`config.mk`:
```
export PLATFORM = sky130hd
export DESIGN_NAME = deque_arbiter_flat
export DESIGN_NICKNAME = d
export VERILOG_FILES = /design/src/rtl/deque_arbiter_if.sv /design/src/rtl/deque_arbiter.sv /design/src/flat_wrapper.sv
export SDC_FILE = /design/constraint.sdc
export NUM_CORES = 1
export LEC_CHECK = 0
export CAP_MARGIN = 40
export CORE_UTILIZATION = 38
export CTS_CLUSTER_SIZE = 24
export DETAILED_ROUTE_END_ITERATION = 10
export GPL_TIMING_DRIVEN = 0
export PLACE_DENSITY = 0.76
export SYNTH_ARGS = -nofsm -noshare
export SYNTH_HDL_FRONTEND = slang
export SYNTH_SLANG_ARGS = --single-unit
```
`constraint.sdc`:
```
create_clock -name clk -period 1.5 [get_ports clk]
set_input_delay 0.3 -clock clk [delete_from_list [all_inputs] [get_ports clk]]
set_output_delay 0.3 -clock clk [all_outputs]
set_load 0.01 [all_outputs]
```
`src/rtl/deque_arbiter_if.sv`:
```
// Command/response and deque-bus bundle for deque_arbiter.
//
// Requester A/B command channels (valid/ready), the single response channel
// and the shared deque bus with both deques' status and read ports.
//   slave  : the arbiter's view (takes commands, drives response and deque bus)
//   master : the environment's view (requesters, response sink, the deques)
interface deque_arbiter_if;
  logic       a_valid;
  logic       a_ready;
  logic [1:0] a_op;
  logic       a_deque;
  logic       a_end;
  logic [7:0] a_data;

  logic       b_valid;
  logic       b_ready;
  logic [1:0] b_op;
  logic       b_deque;
  logic       b_end;
  logic [7:0] b_data;

  logic       rsp_valid;
  logic       rsp_id;
  logic [7:0] rsp_data;
  logic       rsp_err;

  logic       dq_select;
  logic       dq_end;
  logic       dq_push;
  logic       dq_pop;
  logic [7:0] dq_data_in;

  logic       dq0_empty;
  logic       dq0_full;
  logic       dq1_empty;
  logic       dq1_full;
  logic [7:0] dq0_data_out;
  logic [7:0] dq1_data_out;

  modport slave (
    input  a_valid, a_op, a_deque, a_end, a_data,
    input  b_valid, b_op, b_deque, b_end, b_data,
    output a_ready, b_ready,
    output rsp_valid, rsp_id, rsp_data, rsp_err,
    output dq_select, dq_end, dq_push, dq_pop, dq_data_in,
    input  dq0_empty, dq0_full, dq1_empty, dq1_full, dq0_data_out, dq1_data_out
  );

  modport master (
    output a_valid, a_op, a_deque, a_end, a_data,
    output b_valid, b_op, b_deque, b_end, b_data,
    input  a_ready, b_ready,
    input  rsp_valid, rsp_id, rsp_data, rsp_err,
    input  dq_select, dq_end, dq_push, dq_pop, dq_data_in,
    output dq0_empty, dq0_full, dq1_empty, dq1_full, dq0_data_out, dq1_data_out
  );
endinterface

```
`src/rtl/deque_arbiter.sv`:
```
// Two-requester round-robin command arbiter and sequencer for the dual
// 8-bit deque datapath. One command is in flight at a time and walks
// IDLE -> SEL -> EXEC -> RESP, producing exactly one response.
//
// Ports:
//   clk    rising-edge clock
//   rst_n  synchronous active-low reset
//   bus    deque_arbiter_if.slave: A/B command handshakes (a_ready/b_ready
//          are the only outputs combinational on inputs), response strobe,
//          shared deque select/end/push/pop/data bus and deque status/read ports.
module deque_arbiter (
  input  logic           clk,
  input  logic           rst_n,
  deque_arbiter_if.slave bus
);

  typedef enum logic [1:0] {
    ST_IDLE = 2'd0,
    ST_SEL  = 2'd1,
    ST_EXEC = 2'd2,
    ST_RESP = 2'd3
  } state_t;

  localparam logic [1:0] OP_PEEK    = 2'b00;
  localparam logic [1:0] OP_PUSH    = 2'b01;
  localparam logic [1:0] OP_POP     = 2'b10;
  localparam logic [1:0] OP_REPLACE = 2'b11;

  // Decide the outcome of a command from the target deque status.
  // Returns {err, push, pop}; an erroring command never strobes the deque.
  function automatic logic [2:0] plan_strobes(input logic [1:0] op,
                                              input logic       empty,
                                              input logic       full);
    logic [2:0] plan;
    plan = 3'b000;
    case (op)
      OP_PEEK:    plan = {empty, 1'b0, 1'b0};
      OP_PUSH:    plan = {full, ~full, 1'b0};
      OP_POP:     plan = {empty, 1'b0, ~empty};
      OP_REPLACE: plan = {empty, ~empty, ~empty};
      default:    plan = 3'b000;
    endcase
    return plan;
  endfunction

  state_t     state_r;
  logic       last_grant_r;
  logic [1:0] cmd_op_r;
  logic       cmd_deque_r;
  logic       cmd_end_r;
  logic       cmd_id_r;
  logic [7:0] cmd_data_r;
  logic       cmd_err_r;

  logic       dq_select_r;
  logic       dq_end_r;
  logic       dq_push_r;
  logic       dq_pop_r;
  logic [7:0] dq_data_in_r;

  logic       rsp_valid_r;
  logic       rsp_id_r;
  logic [7:0] rsp_data_r;
  logic       rsp_err_r;

  logic       grant_a_s;
  logic       grant_b_s;
  logic [1:0] win_op_s;
  logic       win_deque_s;
  logic       win_end_s;
  logic [7:0] win_data_s;

  logic       sel_empty_s;
  logic       sel_full_s;
  logic [7:0] sel_top_s;
  logic [2:0] plan_s;

  // Round-robin grant: only in IDLE and out of reset; on a tie the requester
  // not granted last wins (last_grant_r = 1 means B was last, so A wins).
  always_comb begin
    grant_a_s = 1'b0;
    grant_b_s = 1'b0;
    if (rst_n && (state_r == ST_IDLE)) begin
      if (bus.a_valid && bus.b_valid) begin
        if (last_grant_r) begin
          grant_a_s = 1'b1;
        end else begin
          grant_b_s = 1'b1;
        end
      end else begin
        grant_a_s = bus.a_valid;
        grant_b_s = bus.b_valid;
      end
    end else begin
      grant_a_s = 1'b0;
      grant_b_s = 1'b0;
    end
  end

  // Mux the winning requester's command fields for latching.
  always_comb begin
    win_op_s    = bus.a_op;
    win_deque_s = bus.a_deque;
    win_end_s   = bus.a_end;
    win_data_s  = bus.a_data;
    if (grant_b_s) begin
      win_op_s    = bus.b_op;
      win_deque_s = bus.b_deque;
      win_end_s   = bus.b_end;
      win_data_s  = bus.b_data;
    end else begin
      win_op_s    = bus.a_op;
      win_deque_s = bus.a_deque;
      win_end_s   = bus.a_end;
      win_data_s  = bus.a_data;
    end
  end

  // Pick status and read port of the deque addressed by the latched command.
  always_comb begin
    sel_empty_s = bus.dq0_empty;
    sel_full_s  = bus.dq0_full;
    sel_top_s   = bus.dq0_data_out;
    if (cmd_deque_r) begin
      sel_empty_s = bus.dq1_empty;
      sel_full_s  = bus.dq1_full;
      sel_top_s   = bus.dq1_data_out;
    end else begin
      sel_empty_s = bus.dq0_empty;
      sel_full_s  = bus.dq0_full;
      sel_top_s   = bus.dq0_data_out;
    end
  end

  assign plan_s = plan_strobes(cmd_op_r, sel_empty_s, sel_full_s);

  // Command sequencer with all bus/response outputs registered.
  // The push/pop strobes for EXEC are registered at the SEL edge from the
  // status seen in SEL: only this block mutates the deques and the previous
  // command's strobe has long settled, so that status equals the EXEC status.
  always_ff @(posedge clk) begin
    if (!rst_n) begin
      state_r      <= ST_IDLE;
      last_grant_r <= 1'b1;
      cmd_op_r     <= 2'b00;
      cmd_deque_r  <= 1'b0;
      cmd_end_r    <= 1'b0;
      cmd_id_r     <= 1'b0;
      cmd_data_r   <= 8'h00;
      cmd_err_r    <= 1'b0;
      dq_select_r  <= 1'b0;
      dq_end_r     <= 1'b0;
      dq_push_r    <= 1'b0;
      dq_pop_r     <= 1'b0;
      dq_data_in_r <= 8'h00;
      rsp_valid_r  <= 1'b0;
      rsp_id_r     <= 1'b0;
      rsp_data_r   <= 8'h00;
      rsp_err_r    <= 1'b0;
    end else begin
      case (state_r)
        ST_IDLE: begin
          dq_push_r    <= 1'b0;
          dq_pop_r     <= 1'b0;
          dq_data_in_r <= 8'h00;
          rsp_valid_r  <= 1'b0;
          if (grant_a_s || grant_b_s) begin
            cmd_op_r     <= win_op_s;
            cmd_deque_r  <= win_deque_s;
            cmd_end_r    <= win_end_s;
            cmd_data_r   <= win_data_s;
            cmd_id_r     <= grant_b_s;
            last_grant_r <= grant_b_s;
            // select/end are presented during SEL so the deques capture them
            dq_select_r  <= win_deque_s;
            dq_end_r     <= win_end_s;
            state_r      <= ST_SEL;
          end else begin
            state_r      <= ST_IDLE;
          end
        end
        ST_SEL: begin
          cmd_err_r    <= plan_s[2];
          dq_push_r    <= plan_s[1];
          dq_pop_r     <= plan_s[0];
          dq_data_in_r <= plan_s[1] ? cmd_data_r : 8'h00;
          rsp_valid_r  <= 1'b0;
          state_r      <= ST_EXEC;
        end
        ST_EXEC: begin
          dq_push_r    <= 1'b0;
          dq_pop_r     <= 1'b0;
          dq_data_in_r <= 8'h00;
          rsp_valid_r  <= 1'b1;
          rsp_id_r     <= cmd_id_r;
          rsp_err_r    <= cmd_err_r;
          // read port reflects the select captured at the SEL edge; PUSH
          // and rejected commands return zero
          rsp_data_r   <= (cmd_err_r || (cmd_op_r == OP_PUSH)) ? 8'h00 : sel_top_s;
          state_r      <= ST_RESP;
        end
        ST_RESP: begin
          dq_push_r    <= 1'b0;
          dq_pop_r     <= 1'b0;
          dq_data_in_r <= 8'h00;
          rsp_valid_r  <= 1'b0;
          state_r      <= ST_IDLE;
        end
        default: begin
          dq_push_r    <= 1'b0;
          dq_pop_r     <= 1'b0;
          dq_data_in_r <= 8'h00;
          rsp_valid_r  <= 1'b0;
          state_r      <= ST_IDLE;
        end
      endcase
    end
  end

  assign bus.a_ready    = grant_a_s;
  assign bus.b_ready    = grant_b_s;
  assign bus.rsp_valid  = rsp_valid_r;
  assign bus.rsp_id     = rsp_id_r;
  assign bus.rsp_data   = rsp_data_r;
  assign bus.rsp_err    = rsp_err_r;
  assign bus.dq_select  = dq_select_r;
  assign bus.dq_end     = dq_end_r;
  // strobes are suppressed immediately while reset is asserted
  assign bus.dq_push    = dq_push_r & rst_n;
  assign bus.dq_pop     = dq_pop_r & rst_n;
  assign bus.dq_data_in = dq_data_in_r;

endmodule

```
`src/flat_wrapper.sv`:
```
// flat-port wrapper written by rule: the top's interface ports become plain ports
module deque_arbiter_flat 
  (clk, rst_n, bus_a_valid, bus_a_op, bus_a_deque, bus_a_end, bus_a_data, bus_b_valid, bus_b_op, bus_b_deque, bus_b_end, bus_b_data, bus_a_ready, bus_b_ready, bus_rsp_valid, bus_rsp_id, bus_rsp_data, bus_rsp_err, bus_dq_select, bus_dq_end, bus_dq_push, bus_dq_pop, bus_dq_data_in, bus_dq0_empty, bus_dq0_full, bus_dq1_empty, bus_dq1_full, bus_dq0_data_out, bus_dq1_data_out);
  deque_arbiter_if bus_i ();
  input  logic clk;
  input  logic rst_n;
  input wire logic [$bits(bus_i.a_valid)-1:0] bus_a_valid;
  input wire logic [$bits(bus_i.a_op)-1:0] bus_a_op;
  input wire logic [$bits(bus_i.a_deque)-1:0] bus_a_deque;
  input wire logic [$bits(bus_i.a_end)-1:0] bus_a_end;
  input wire logic [$bits(bus_i.a_data)-1:0] bus_a_data;
  input wire logic [$bits(bus_i.b_valid)-1:0] bus_b_valid;
  input wire logic [$bits(bus_i.b_op)-1:0] bus_b_op;
  input wire logic [$bits(bus_i.b_deque)-1:0] bus_b_deque;
  input wire logic [$bits(bus_i.b_end)-1:0] bus_b_end;
  input wire logic [$bits(bus_i.b_data)-1:0] bus_b_data;
  output wire logic [$bits(bus_i.a_ready)-1:0] bus_a_ready;
  output wire logic [$bits(bus_i.b_ready)-1:0] bus_b_ready;
  output wire logic [$bits(bus_i.rsp_valid)-1:0] bus_rsp_valid;
  output wire logic [$bits(bus_i.rsp_id)-1:0] bus_rsp_id;
  output wire logic [$bits(bus_i.rsp_data)-1:0] bus_rsp_data;
  output wire logic [$bits(bus_i.rsp_err)-1:0] bus_rsp_err;
  output wire logic [$bits(bus_i.dq_select)-1:0] bus_dq_select;
  output wire logic [$bits(bus_i.dq_end)-1:0] bus_dq_end;
  output wire logic [$bits(bus_i.dq_push)-1:0] bus_dq_push;
  output wire logic [$bits(bus_i.dq_pop)-1:0] bus_dq_pop;
  output wire logic [$bits(bus_i.dq_data_in)-1:0] bus_dq_data_in;
  input wire logic [$bits(bus_i.dq0_empty)-1:0] bus_dq0_empty;
  input wire logic [$bits(bus_i.dq0_full)-1:0] bus_dq0_full;
  input wire logic [$bits(bus_i.dq1_empty)-1:0] bus_dq1_empty;
  input wire logic [$bits(bus_i.dq1_full)-1:0] bus_dq1_full;
  input wire logic [$bits(bus_i.dq0_data_out)-1:0] bus_dq0_data_out;
  input wire logic [$bits(bus_i.dq1_data_out)-1:0] bus_dq1_data_out;
  assign bus_i.a_valid = bus_a_valid;
  assign bus_i.a_op = bus_a_op;
  assign bus_i.a_deque = bus_a_deque;
  assign bus_i.a_end = bus_a_end;
  assign bus_i.a_data = bus_a_data;
  assign bus_i.b_valid = bus_b_valid;
  assign bus_i.b_op = bus_b_op;
  assign bus_i.b_deque = bus_b_deque;
  assign bus_i.b_end = bus_b_end;
  assign bus_i.b_data = bus_b_data;
  assign bus_a_ready = bus_i.a_ready;
  assign bus_b_ready = bus_i.b_ready;
  assign bus_rsp_valid = bus_i.rsp_valid;
  assign bus_rsp_id = bus_i.rsp_id;
  assign bus_rsp_data = bus_i.rsp_data;
  assign bus_rsp_err = bus_i.rsp_err;
  assign bus_dq_select = bus_i.dq_select;
  assign bus_dq_end = bus_i.dq_end;
  assign bus_dq_push = bus_i.dq_push;
  assign bus_dq_pop = bus_i.dq_pop;
  assign bus_dq_data_in = bus_i.dq_data_in;
  assign bus_i.dq0_empty = bus_dq0_empty;
  assign bus_i.dq0_full = bus_dq0_full;
  assign bus_i.dq1_empty = bus_dq1_empty;
  assign bus_i.dq1_full = bus_dq1_full;
  assign bus_i.dq0_data_out = bus_dq0_data_out;
  assign bus_i.dq1_data_out = bus_dq1_data_out;
  deque_arbiter u_core (.clk(clk), .rst_n(rst_n), .bus(bus_i));
endmodule
```
==> impl_metrics.yaml, run 1 <==
timing:
  fin_crit_sh: 1.08
  max_freq_mhz: 619
  max-slew-margin-rel: 0.679
  worst_pin_slew_ps: 482
  setup_viol: 11
  min_period_ps: 1620
  holdWs_ps: 448
  finalClockSkew_ps: 6.03
  hold_violations: 0
  grt_setup_unrepaired: "true"
  tns_ps: -347
  fin_ws_ps: -116
  finalMaxSlewViolations: 0
route:
  drt_iter0_drc: 71
  drc: 0
  drt-total-wl_mm: 4.58
  drt_pass1_iterations: 4
  vias_per_cell: 5.11
  avgRoutedWirePerCell_um: 14.5
  postRouteAntennaNets: 0
  vias: 1619
floorplanning:
  rows: 23
  initial_utilization: 0.408
  core_sq_um: 4140
  dieArea_sq_um: 4720
  io_pins: 73
  die_h_um: 68.7
  die_w_um: 68.7
worst_setup_path:
  slowest_stage: "dfxtp_2"
  reg2reg_to: "u_core.bus.dq_data_in[0]"
  startpoint_type: "flip-flop"
  reg2reg_depth: 6
  crit_path_max_fanout: 3
  cp.arrival_ps: 1320
  worstSetupPathType: "reg2out"
  crit_path_max_incr_delay_ps: 340
  cp.required_ps: 1200
  reg2reg_from: "u_core.state_r[1]"
  worst_setup_path_end_kind: "output port"
  cp_cell_sequence: "inv_2 -> ha_4 -> and3_4 -> and2_4 -> buf_6"
  r2r_slack_ps: -40
synthesis:
  seq_area_frac_synth: 0.450
  ys_warn_count: 0
  ys_types: 31
  synthCells: 175
  synth.net_count: 227
  ys.flop_type: "dfxtp_1"
  synth-edff-count: 0
  avgSynthCellArea_sq_um: 9.66
  ys_ff_latch: 38
  async_flop_share: 0
  syn-cell-area_sq_um: 1690
global_routing:
  grt_antenna_before_repair: 0
  grt_first_pass_wirelength_mm: 7.14
  track_usage: 0.211
  gr-total-overflow: 0
  grt_max_degree: 11
  grt_pass1_vias: 1514
min_path:
  hold_path_class: "reg2reg"
  worstHoldEndpoint: "u_core.bus.rsp_data[6]"
  worstHoldPathCells: 2
  hp-start: "u_core.bus.rsp_data[6]"
clock_network:
  clock_sinks: 38
  cts_root_buf: "clkbuf_8"
  numCtsBuffers: 5
  path_clk_slew_ps: 70
  tritoncts: "yes"
  postCtsHoldBufs: 0
  clock_path_buffers: 2
  clock_latency_ps: 290
  cts_htree_levels: 2
placement:
  hpwl_mm: 3.27
  io_buffers: 72
  place.gp.congestion: 0.816
power:
  ir_worst_vdd_uv: 500
  power_density_nw_per_um2: 1100
  p_leak_nw: 1.16
status:
  status: "complete, but fails checks"
  violations: "setup timing"
final_layout:
  nFillCells: 359
  antenna_cells: 0
  fin_util: 0.651
  fin_nets: 319
  drive_gt1_frac: 0.206
  areaGrowthSynthToFinish_pct: 59.7
job:
  drv_cap: 0
cell usage after synthesis, types with 2 or more instances:
cell,instances,area (sq um)
nor2b_1,4,25.0
o211ai_1,3,22.5
and4b_1,8,80.1
buf_2,5,25.0
dfxtp_1,38,761
o21ai_1,8,40.0
o211ai_2,9,113
o21ai_0,4,20.0
inv_1,5,18.8
buf_6,3,33.8
and3_1,2,12.5
a21oi_1,2,10.0
clkbuf_1,5,18.8
mux2i_1,12,120
nand3_1,23,115
and3b_1,2,17.5
ha_1,4,50.1
and2_1,3,18.8
a211oi_1,2,15.0
nand2_1,22,82.6
critical path: cells and delay by family, from the launching register on:
| kind | cells | cell delay [ps] |
|---|---|---|
| fa+ha+maj | 1 | 160 |
| flops | 1 | 340 |
| buf+inv | 2 | 180 |
| simple gates | 2 | 350 |
routing by layer:
layer	part of all wire	GRT usage
met5	0	0
met4	0.013	0.0791
met3	0.041	0.0411
met2	0.51	0.353
met1	0.43	0.268
logic make-up after synthesis:
group,after synthesis,synth area share
AO/OA/AOI/OAI,31,0.148
adder cells (fa/ha/maj),4,0.0296
multiplexers,13,0.0777
AND/OR/NAND/NOR,71,0.238
flip-flops,38,0.450
buffers and inverters,18,0.0570
flip-flops by register name (all words and copies together) (netlist names), 2 cells and up:
register	flops
u_core.state_r	2
u_core.bus.rsp_data	8
u_core.cmd_data_r	8
u_core.cmd_op_r	2
u_core.bus.dq_data_in	8
how the worst max path moves through the flow:
stage                                  from          end  slack [ps]  depth (start not counted)
final                     u_core.state_r[0]  bus_b_ready        -120                          5
after global routing      u_core.state_r[0]  bus_b_ready        -150                          5
after CTS                 u_core.state_r[0]  bus_b_ready        -200                          6
after detailed placement              rst_n  bus_a_ready        -920                          6
after global placement                rst_n  bus_a_ready        -930                          6
after floorplan           u_core.state_r[0]  bus_b_ready          10                          6
cell type report:
class                      instances  area, sq um  share of cell area
buffer                            11         91.3              0.0338
clock buffer                       7         76.3              0.0283
inverter                           5         18.8             0.00695
multi-input combinational        119          865               0.320
sequential                        38          763               0.283
tap                               50         62.6              0.0232
timing repair buffer              87          822               0.305
cells in the final DEF, fill, tap and decap left out, drive strengths merged:
master,n
nand2,22
dlymetal6s2s,2
inv,5
and2b,1
mux2,1
a22oi,2
nor2b,4
and3b,2
a21oi,2
and3,3
ha,4
clkbuf,12
a211oi,2
dlygate4sd2,3
clkdlybuf4s50,63
or3,1
and4b,8
dfxtp,38
nand3b,1
nand3,23
o21ai,12
o211a,1
buf,25
o211ai,12
nor2,1
nor3b,1
mux2i,12
and2,4
per-stage QoR:
step	cells	cell area [sq um]	total power, mW	setup slack, ps
after floorplan	175	1700	1.78	11.9
after global placement	297	2490	2.15	-927
after detailed placement	297	2490	2.18	-916
after CTS	317	2710	2.97	-205
after global routing	317	2700	3.12	-149
final	317	2700	2.97	-116
what timing repair did:
action,CTS,global route
endpoints found under the setup margin,31,36
pin swaps,3,3
gates resized for setup,35,9
setup buffers,13,2
cloned,1,0
power breakdown:
part / switching (mW) / internal (mW) / leakage, nW
Combinational: 0.489 / 0.590 / 0.807
Sequential: 0.0838 / 1.16 / 0.311
Clock: 0.332 / 0.320 / 0.0383
Total: 0.905 / 2.07 / 1.16
Power figures use the tool's default switching activity.
==> run 2: changes to the inputs <==
- CORE_ASPECT_RATIO: not set -> 0.5
==> run 2 against run 1 <==
  * The run still ends with setup timing left
  * Clock skew shrank 3.1 ps
  * Setup slack worse by 77 ps
  * First-iteration DRC count is 15% higher
  * Core utilization grew 3.4 points
  * Worst hold slack better by 0.56 ps
  * Sequential power is essentially flat
  * Sequential cell count unchanged
  * Die area is 0.34% higher
  * Sequential share of layout area shrank 0.98 points
  * Combinational power about the same
  * Register-to-register slack about the same
  * Critical path depth rose by 1
==> impl_metrics.yaml, run 2 (synthesized netlist as in run 1, its figures left out) <==
timing:
  grt_setup_unrepaired: "true"
  setup_viol: 25
  finalMaxSlewViolations: 0
  min_period_ps: 1690
  worst_pin_slew_ps: 500
  hold_violations: 0
  finalClockSkew_ps: 2.96
  fin_ws_ps: -194
  fin_crit_sh: 1.13
  tns_ps: -858
  max-slew-margin-rel: 0.667
  max_freq_mhz: 590
worst_setup_path:
  worstSetupPathType: "reg2out"
  crit_path_max_incr_delay_ps: 340
  cp_cell_sequence: "inv_2 -> ha_4 -> and3_4 -> and2_4 -> buf_8 -> buf_6"
  startpoint_type: "flip-flop"
  cp_top_family: "flip-flops"
  r2r_slack_ps: -40
  reg2reg_depth: 5
  slowest_stage: "dfxtp_2"
  path_buf_inv: 3
  crit_path_max_fanout: 2
  cp.arrival_ps: 1390
  cp.required_ps: 1200
  reg2reg_to: "u_core.bus.dq_data_in[7]"
  worst_setup_path_end_kind: "output port"
  reg2reg_from: "u_core.state_r[1]"
floorplanning:
  io_pins: 73
  core_sq_um: 4080
  initial_utilization: 0.414
  die_w_um: 96.3
  dieArea_sq_um: 4740
  rows: 16
  die_h_um: 49.2
global_routing:
  grt_pass1_vias: 1665
  gr-total-overflow: 0
  grt_max_degree: 14
  track_usage: 0.220
  grt_antenna_before_repair: 0
  grt_first_pass_wirelength_mm: 7.78
clock_network:
  numCtsBuffers: 5
  postCtsHoldBufs: 0
  clock_path_buffers: 2
  clock_latency_ps: 290
  cts_htree_levels: 2
  tritoncts: "yes"
  clock_sinks: 38
  path_clk_slew_ps: 80
  cts_root_buf: "clkbuf_8"
min_path:
  hp-start: "u_core.bus.rsp_data[2]"
  worstHoldPathCells: 2
  worstHoldEndpoint: "u_core.bus.rsp_data[2]"
  hold_path_class: "reg2reg"
route:
  drc: 0
  vias_per_cell: 5.19
  postRouteAntennaNets: 0
  avgRoutedWirePerCell_um: 15.2
  drt_pass1_iterations: 4
  drt_iter0_drc: 82
  vias: 1677
  drt-total-wl_mm: 4.92
power:
  total_power_mw: 3.39
  power_density_nw_per_um2: 1210
  ir_worst_vdd_uv: 671
  p_leak_nw: 1.29
final_layout:
  fin_nets: 320
  nFillCells: 332
  final_common_cell: "clkdlybuf4s50_1"
  areaGrowthSynthToFinish_pct: 65.7
  antenna_cells: 0
  mostFrequentLayoutCells: "clkdlybuf4s50_1, dfxtp_1, nand3_1, nand2_1, buf_4"
  drive_gt1_frac: 0.227
placement:
  io_buffers: 72
  hpwl_mm: 3.40
  place.gp.congestion: 0.773
job:
  drv_cap: 0
status:
  status: "complete, but fails checks"
  violations: "setup timing"
[run 2: cell count changes in the layout (fill, tap and decap cells not counted), sizes merged]
| cell | delta |
|---|---|
| clkdlybuf4s50 | -6 |
| dlymetal6s2s | +6 |
| bufinv | +2 |
| clkbuf | -2 |
| a22oi | +1 |
| buf | -1 |
| clkdlybuf4s15 | +1 |
| clkinv | +1 |
[run 2: layer usage]
metal	GRT usage	part of all wire
met5	0	0
met4	0.0662	0.012
met3	0.0530	0.082
met2	0.371	0.46
met1	0.279	0.45
[run 2: where the power goes]
group          internal [mW]  switching (mW)
sequential              1.16          0.0996
clock                  0.666           0.371
combinational          0.594           0.507
total                   2.42           0.977
[run 2: worst max-delay path by stage]
| stage | from | endpoint | depth (start not counted) |
|---|---|---|---|
| final | u_core.state_r[0] | bus_b_ready | 6 |
| after global routing | u_core.state_r[0] | bus_b_ready | 6 |
| after CTS | u_core.state_r[1] | bus_b_ready | 6 |
| after detailed placement | rst_n | bus_a_ready | 6 |
| after global placement | rst_n | bus_a_ready | 6 |
| after floorplan | u_core.state_r[0] | bus_b_ready | 6 |
[run 2: what timing repair did]
item                                    CTS  global route
gates resized for setup                  36            14
setup buffers                            11             3
pin swaps                                 2             3
endpoints found under the setup margin   31            39
cloned                                    1             1
[run 2: through the flow]
step	cells	utilization	worst slack, ps	hold WS (ps)	area, sq um
5_1_grt	323	0.686	-238	474	2800
6_report	323	0.686	-194	448	2800
2_1_floorplan	175	-	11.9	432	1700
3_3_place_gp	301	0.610	-887	435	2490
3_5_place_dp	301	0.610	-906	444	2490
4_1_cts	320	0.676	-189	455	2760
[run 2: final cells by class]
| type | instances | area, sq um | share of cell area |
|---|---|---|---|
| Clock inverter | 3 | 68.8 | 0.0246 |
| Timing Repair Buffer | 86 | 836 | 0.298 |
| Buffer | 12 | 95.1 | 0.0340 |
| Tap cell | 54 | 67.6 | 0.0241 |
| Multi-Input combinational cell | 120 | 881 | 0.315 |
| Sequential cell | 38 | 764 | 0.273 |
| Clock buffer | 5 | 68.8 | 0.0246 |
| Inverter | 5 | 18.8 | 0.00670 |
[run 2: worst min-delay path, stage by stage (launching register included)]
cell	delay (ps)
dfxtp_1	310
nand2_1	50
o21ai_1	50
